$ cat config.mk
export PLATFORM = sky130hd
export DESIGN_NAME = decoder_32_reg
export DESIGN_NICKNAME = d
export VERILOG_FILES = /design/src/rtl/decoder_32_reg.sv
export SDC_FILE = /design/constraint.sdc
export NUM_CORES = 1
export LEC_CHECK = 0
export ABC_AREA = 1
export CORE_UTILIZATION = 41
export CTS_CLUSTER_SIZE = 20
export DETAILED_ROUTE_END_ITERATION = 12
export HOLD_SLACK_MARGIN = 0.02
export PLACE_DENSITY = 0.8
export SYNTH_ARGS = -nofsm -noshare
export SYNTH_HDL_FRONTEND = slang
export SYNTH_SLANG_ARGS = --single-unit
$ cat constraint.sdc
create_clock -name clock -period 0.8 [get_ports clock]
set_input_delay 0.08 -clock clock [delete_from_list [all_inputs] [get_ports clock]]
set_output_delay 0.08 -clock clock [all_outputs]
set_load 0.05 [all_outputs]
$ cat src/rtl/decoder_32_reg.sv
// decoder_32_reg
//
// Registered 5-to-32 one-hot decoder with active-high enable. Produces the
// per-register write strobes for a 32-entry register file: the register index
// comes in on `select` and the matching strobe line goes out on `out`, one
// clock later.
//
// Ports:
//   clock    in   1   system clock, all state updates on its rising edge
//   reset_n  in   1   asynchronous active-low reset, clears `out`
//   select   in   5   binary index of the line to assert (0..31)
//   enable   in   1   active-high decode enable; 0 forces all lines low
//   out      out  32  registered one-hot decode (or all zeros)
//
// out[0] corresponds to select == 0 and out[31] to select == 31.

module decoder_32_reg (
    input  logic        clock,
    input  logic        reset_n,
    input  logic [4:0]  select,
    input  logic        enable,
    output logic [31:0] out
);

    // Predecoded select fields. The enable gate sits on the 2-to-4 stage so
    // that every term of the final AND carries it: with enable low all upper
    // lines are 0, and an unknown select cannot reach the register.
    logic [3:0]  hi_dec;
    logic [7:0]  lo_dec;
    logic [31:0] out_d;
    logic [31:0] out_q;

    // 2-to-4 predecoder on select[4:3], gated by enable.
    always_comb begin
        hi_dec = 4'b0000;
        for (int h = 0; h < 4; h++) begin
            hi_dec[h] = enable && (select[4:3] == 2'(h));
        end
    end

    // 3-to-8 predecoder on select[2:0].
    always_comb begin
        lo_dec = 8'b0000_0000;
        for (int l = 0; l < 8; l++) begin
            lo_dec[l] = (select[2:0] == 3'(l));
        end
    end

    // Line 8*h + l is asserted when both predecoders select it.
    always_comb begin
        out_d = 32'h0000_0000;
        for (int h = 0; h < 4; h++) begin
            for (int l = 0; l < 8; l++) begin
                out_d[8*h + l] = hi_dec[h] & lo_dec[l];
            end
        end
    end

    always_ff @(posedge clock or negedge reset_n) begin
        if (!reset_n) begin
            out_q <= 32'h0000_0000;
        end else begin
            out_q <= out_d;
        end
    end

    assign out = out_q;

endmodule

==> results of run 1 <==
==> per-layer routing <==
layer | part of all wire | wire [um]
met1 | 0.36 | 849
met2 | 0.53 | 1248
met3 | 0.087 | 204
met4 | 0.018 | 42
met5 | 0 | 0
==> logic make-up after synthesis <==
logic type | Yosys count | share of synthesized area
AND/OR/NAND/NOR | 46 | 0.1953
flip-flops | 32 | 0.7862
buffers and inverters | 5 | 0.01843
==> cell usage after synthesis (all sizes together) <==
cell	number
inv	5
nand2	3
nor2	34
dfrtp	32
nand3	9
==> through the flow <==
stage | TNS [ns] | instance area, sq um | utilization | hold WS [ns]
6_report | -5.572 | 1873 | 0.8230 | 0.1075
3_3_place_gp | -8.590 | 1784 | 0.7839 | 0.4556
3_5_place_dp | -10.85 | 1784 | 0.7839 | 0.4694
4_1_cts | -6.042 | 1868 | 0.8208 | 0.1035
2_1_floorplan | 0 | 1018 | - | -0.2156
5_1_grt | -6.731 | 1873 | 0.8230 | 0.1189
==> power by group through the flow <==
stage               Sequential (mW)  Combinational [mW]  Clock [mW]
floorplan                      1.72              0.0503           0
global placement               1.68               0.274           0
detailed placement             1.68               0.286           0
CTS                            1.65               0.293       0.964
global route                   1.65               0.313        1.04
finish                         1.64               0.293       0.939
==> worst max path at each step <==
stage / from / to / slack [ns] / cells after the start
6_report: out[17]$_DFF_PN0_ / out[17] / -0.20 / 1
5_1_grt: out[17]$_DFF_PN0_ / out[17] / -0.23 / 1
2_1_floorplan: out[0]$_DFF_PN0_ / out[0] / 0.13 / 0
3_5_place_dp: enable / out[12]$_DFF_PN0_ / -0.38 / 3
3_3_place_gp: enable / out[18]$_DFF_PN0_ / -0.28 / 3
4_1_cts: out[24]$_DFF_PN0_ / out[24] / -0.20 / 1
==> layout make-up <==
| class | count | area, sq um |
|---|---|---|
| sequential | 32 | 800.8 |
| timing repair buffer | 40 | 728.2 |
| fill | 118 | 402.9 |
| multi-input combinational | 46 | 229.0 |
| clock buffer | 6 | 51.30 |
| tap | 28 | 35.03 |
| inverter | 5 | 18.77 |
| clock inverter | 2 | 10.01 |
==> out/summary.txt, run 1 <==
Max reg flops: 32
Library cells used by synthesis: 6
Crit path DAT: 0.92 ns
Pre-CTS worst setup slack: -0.3824 ns
Die Y: 51.84 um
Post-synth top area cell: dfrtp_1
RSZ-0062 raised after global routing: yes
Avg Vias per Cell: 5.031
CTS tree: built
CP Launch Type: register
Switch share: 0.2494
Starting Density: 0.4475
Synth Warn #: 0
Placed cell count: 151
Post-route clock period utilization: 1.244
Slew Limit Fails: 0
Num CTS Buffers: 5
Initial antenna violation count: 0
Most common cell after layout, fill and taps aside: buf_12
Buf/Inv on CP: 1
H-tree depth: 2
Syn_nets: 91
Worst-path clk slew: 0.09 ns
Rows: 17
Clk pwr share: 0.327
Crit-path cells: buf_12
Gate power share: 0.102
Setup repair bufs after CTS: 0
CTS Buffer Depth: 2
Vias in the first global route: 800
Avg WL per Cell: 14.74 um
Critical Setup Path Class: reg2out
Slew margin rel.: 0.7742
Final Net Count: 138
# diodes: 0
Internal: 2.160 mW
Area contributors post-synth: dfrtp_1 (79%), nor2_1 (13%), nand3_1 (2.9%), nand3_2 (2.9%), inv_1 (1.8%)
Post-CTS sizing: 9
Met3 GRT Util: 0.09064
Hpwl dp: 1743 um
Post-synth top area share: 0.7862
DRC: 0
GR Util All Layers: 0.2190
Finish-stage setup viols: 32
CP Max Fanout: 1
Largest net degree at the start of global routing: 33
Crit end category: output pin
#FFs+latches synth: 32
Ports: 40
First-pass GRT wire length: 3884 um
Failing checks: setup timing
Drt total wl: 2344 um
Register area share after synthesis: 0.7862
Worst Tran Pin Value: 0.3387 ns
DIE AREA: 2687 sq um
Total iterations of the first detailed-routing run: 4
Mapped Avg Cell Area: 12.27 sq um
Hold WC Path Type: in2async
Post-synthesis cell area: 1018 sq um
Top delay family on crit path: flip-flops
Placer Congestion: 0.7678
Port buffer count: 39
Most frequent cells in the layout: buf_12 (33), nor2_1 (32), dfrtp_1 (32), nand3_1 (6), clkbuf_4 (5)
Clk root buf: clkbuf_4
Fmax: 1005 MHz
Switch Pwr: 0.7175 mW
Status: finished, violations left
ANT nets after route: 0
Max incr delay on CP: 0.42 ns
Met1 Use GR: 0.2395
Overall power: 2.877 mW
Clock sink count: 32
Drt initial violations: 13
Min cycle time layout: 0.9953 ns
Grt ovf: 0
Final setup margin: -0.1953 ns
Max cap viols: 0
Layout cells sized above 1: 0.3664
Routed vias: 800
Mapped Cells: 83
Lkg Pwr: 0.8754 nW
Area of the core: 2276 sq um
Final Hold Vio Count: 0
GR Util met2: 0.3654
Flop pwr share: 0.572
Hold-fix buffers, CTS: 0
Slowest cell on the critical path: dfrtp_1
Die W: 51.84 um
Max VDD drop: 0.001523 V
Area Growth Syn to Fin: 83.91%
GR peak layer: met2
Pwr/cell area: 1536 nW/um^2
CP Data Required Time: 0.72 ns
Non-filler cells, final: 159
(Power assumes the default switching activity.)
==> inputs of run 2 (changes only) <==
--- a/config.mk
+++ b/config.mk
@@ -11,6 +11,7 @@
 export DETAILED_ROUTE_END_ITERATION = 12
 export HOLD_SLACK_MARGIN = 0.02
 export PLACE_DENSITY = 0.8
+export RECOVER_POWER = 25
 export SYNTH_ARGS = -nofsm -noshare
 export SYNTH_HDL_FRONTEND = slang
 export SYNTH_SLANG_ARGS = --single-unit
==> out/summary.txt, run 2 (synthesis gave the netlist of run 1 again) <==
Status: finished, violations left
Failing checks: setup timing
Non-filler cells, final: 159 (unchanged)
Max incr delay on CP: 0.42 ns (about the same)
ANT nets after route: 0 (unchanged)
Ports: 40 (unchanged)
Buf/Inv on CP: 1 (unchanged)
Grt ovf: 0 (unchanged)
Vias in the first global route: 800 (unchanged)
First-pass GRT wire length: 3884 um (unchanged)
Clock sink count: 32 (unchanged)
Final setup margin: -0.1953 ns (unchanged)
Drt total wl: 2332 um (-0.51%)
Num CTS Buffers: 5 (unchanged)
Pre-CTS worst setup slack: -0.3824 ns (unchanged)
Max cap viols: 0 (unchanged)
Slowest cell on the critical path: dfrtp_1
GR Util All Layers: 0.2190 (unchanged)
DRC: 0 (unchanged)
Fmax: 1005 MHz (unchanged)
Lkg Pwr: 0.8709 nW (-0.52%)
Area of the core: 2276 sq um (unchanged)
Die W: 51.84 um (unchanged)
Starting Density: 0.4475 (unchanged)
Crit-path cells: buf_12
Total iterations of the first detailed-routing run: 4 (unchanged)
Top delay family on crit path: flip-flops
Hold-fix buffers, CTS: 0 (unchanged)
CP Data Required Time: 0.72 ns (about the same)
Hpwl dp: 1743 um (unchanged)
RSZ-0062 raised after global routing: yes
Max reg flops: 32 (unchanged)
Layout cells sized above 1: 0.3664 (unchanged)
Setup repair bufs after CTS: 0 (unchanged)
Routed vias: 782 (-2.3%)
Rows: 17 (unchanged)
Hold WC Path Type: in2reg
Area Growth Syn to Fin: 82.68%
Initial antenna violation count: 0 (unchanged)
Final Net Count: 138 (unchanged)
CTS Buffer Depth: 2 (unchanged)
Crit end category: output pin
CP Max Fanout: 1 (unchanged)
Max VDD drop: 0.001529 V (+0.36%)
Crit path DAT: 0.92 ns (about the same)
Finish-stage setup viols: 32 (unchanged)
Avg Vias per Cell: 4.918 (-2.2%)
Die Y: 51.84 um (unchanged)
CTS tree: built
Worst-path clk slew: 0.09 ns (about the same)
Pwr/cell area: 1543 nW/um^2 (+0.48%)
Avg WL per Cell: 14.67 um (-0.51%)
Placed cell count: 151 (unchanged)
Post-route clock period utilization: 1.244 (unchanged)
Drt initial violations: 14 (+1)
DIE AREA: 2687 sq um (unchanged)
Largest net degree at the start of global routing: 33 (unchanged)
Final Hold Vio Count: 0 (unchanged)
Most frequent cells in the layout: nor2_1 (32), dfrtp_1 (32), buf_12 (32), nand3_1 (6), clkbuf_4 (6)
Placer Congestion: 0.7678 (unchanged)
Port buffer count: 39 (unchanged)
Slew margin rel.: 0.7288 (-0.04539)
Slew Limit Fails: 0 (unchanged)
CP Launch Type: register
Worst Tran Pin Value: 0.4068 ns (+0.06808 ns)
# diodes: 0 (unchanged)
H-tree depth: 2 (unchanged)
Critical Setup Path Class: reg2out
Clk root buf: clkbuf_4
Min cycle time layout: 0.9953 ns (unchanged)
==> run 2: changes by cell type in the layout (fill, tap and decap cells not counted) <==
cell | previous run | this run
dlygate4sd3_1 | 0 | 1
clkbuf_4 | 5 | 6
buf_12 | 33 | 32
clkdlybuf4s50_1 | 2 | 1
==> run 2: power breakdown <==
group | switching (mW) | internal, mW
Sequential | 0.0132 | 1.63
Combinational | 0.180 | 0.103
Clock | 0.527 | 0.417
Total | 0.720 | 2.15
==> run 2: worst paths after layout <==
check                                  start                 to  cells past startpoint  slack (ns)
setup / recovery           out[24]$_DFF_PN0_            out[24]                      1       -0.20
hold / removal                     select[1]  out[30]$_DFF_PN0_                      3        0.20
max in group asynchronous            reset_n  out[21]$_DFF_PN0_                      2        0.26
min in group asynchronous            reset_n  out[23]$_DFF_PN0_                      2        0.24
==> run 2: area by class of cell <==
cell class	instances	area [sq um]
Clock inverter	2	10.01
Sequential cell	32	800.8
Timing Repair Buffer	40	715.7
Multi-Input combinational cell	46	229.0
Fill cell	119	415.4
Clock buffer	6	51.30
Inverter	5	18.77
Tap cell	28	35.03
==> run 2: what timing repair did <==
action                     CTS  global route
setup endpoints to repair   36            51
resized for setup            9             3
pin swaps                    0             0
==> run 2: layer usage <==
metal	vias up	track usage	routed length, um
met1	369	0.2395	824
met5	-	0	0
met2	52	0.3654	1253
li1	354	-	-
met3	7	0.09064	207
met4	0	0.1036	46
==> run 2: stage by stage <==
step / TNS [ns] / utilization / hold WS [ns] / cell area, sq um / power (mW)
floorplan: 0 / - / -0.2156 / 1018 / 1.775
global placement: -8.590 / 0.7839 / 0.4556 / 1784 / 1.950
detailed placement: -10.85 / 0.7839 / 0.4694 / 1784 / 1.963
CTS: -6.042 / 0.8208 / 0.1035 / 1868 / 2.902
global route: -6.731 / 0.8175 / 0.2143 / 1861 / 2.986
finish: -5.646 / 0.8175 / 0.2044 / 1861 / 2.871
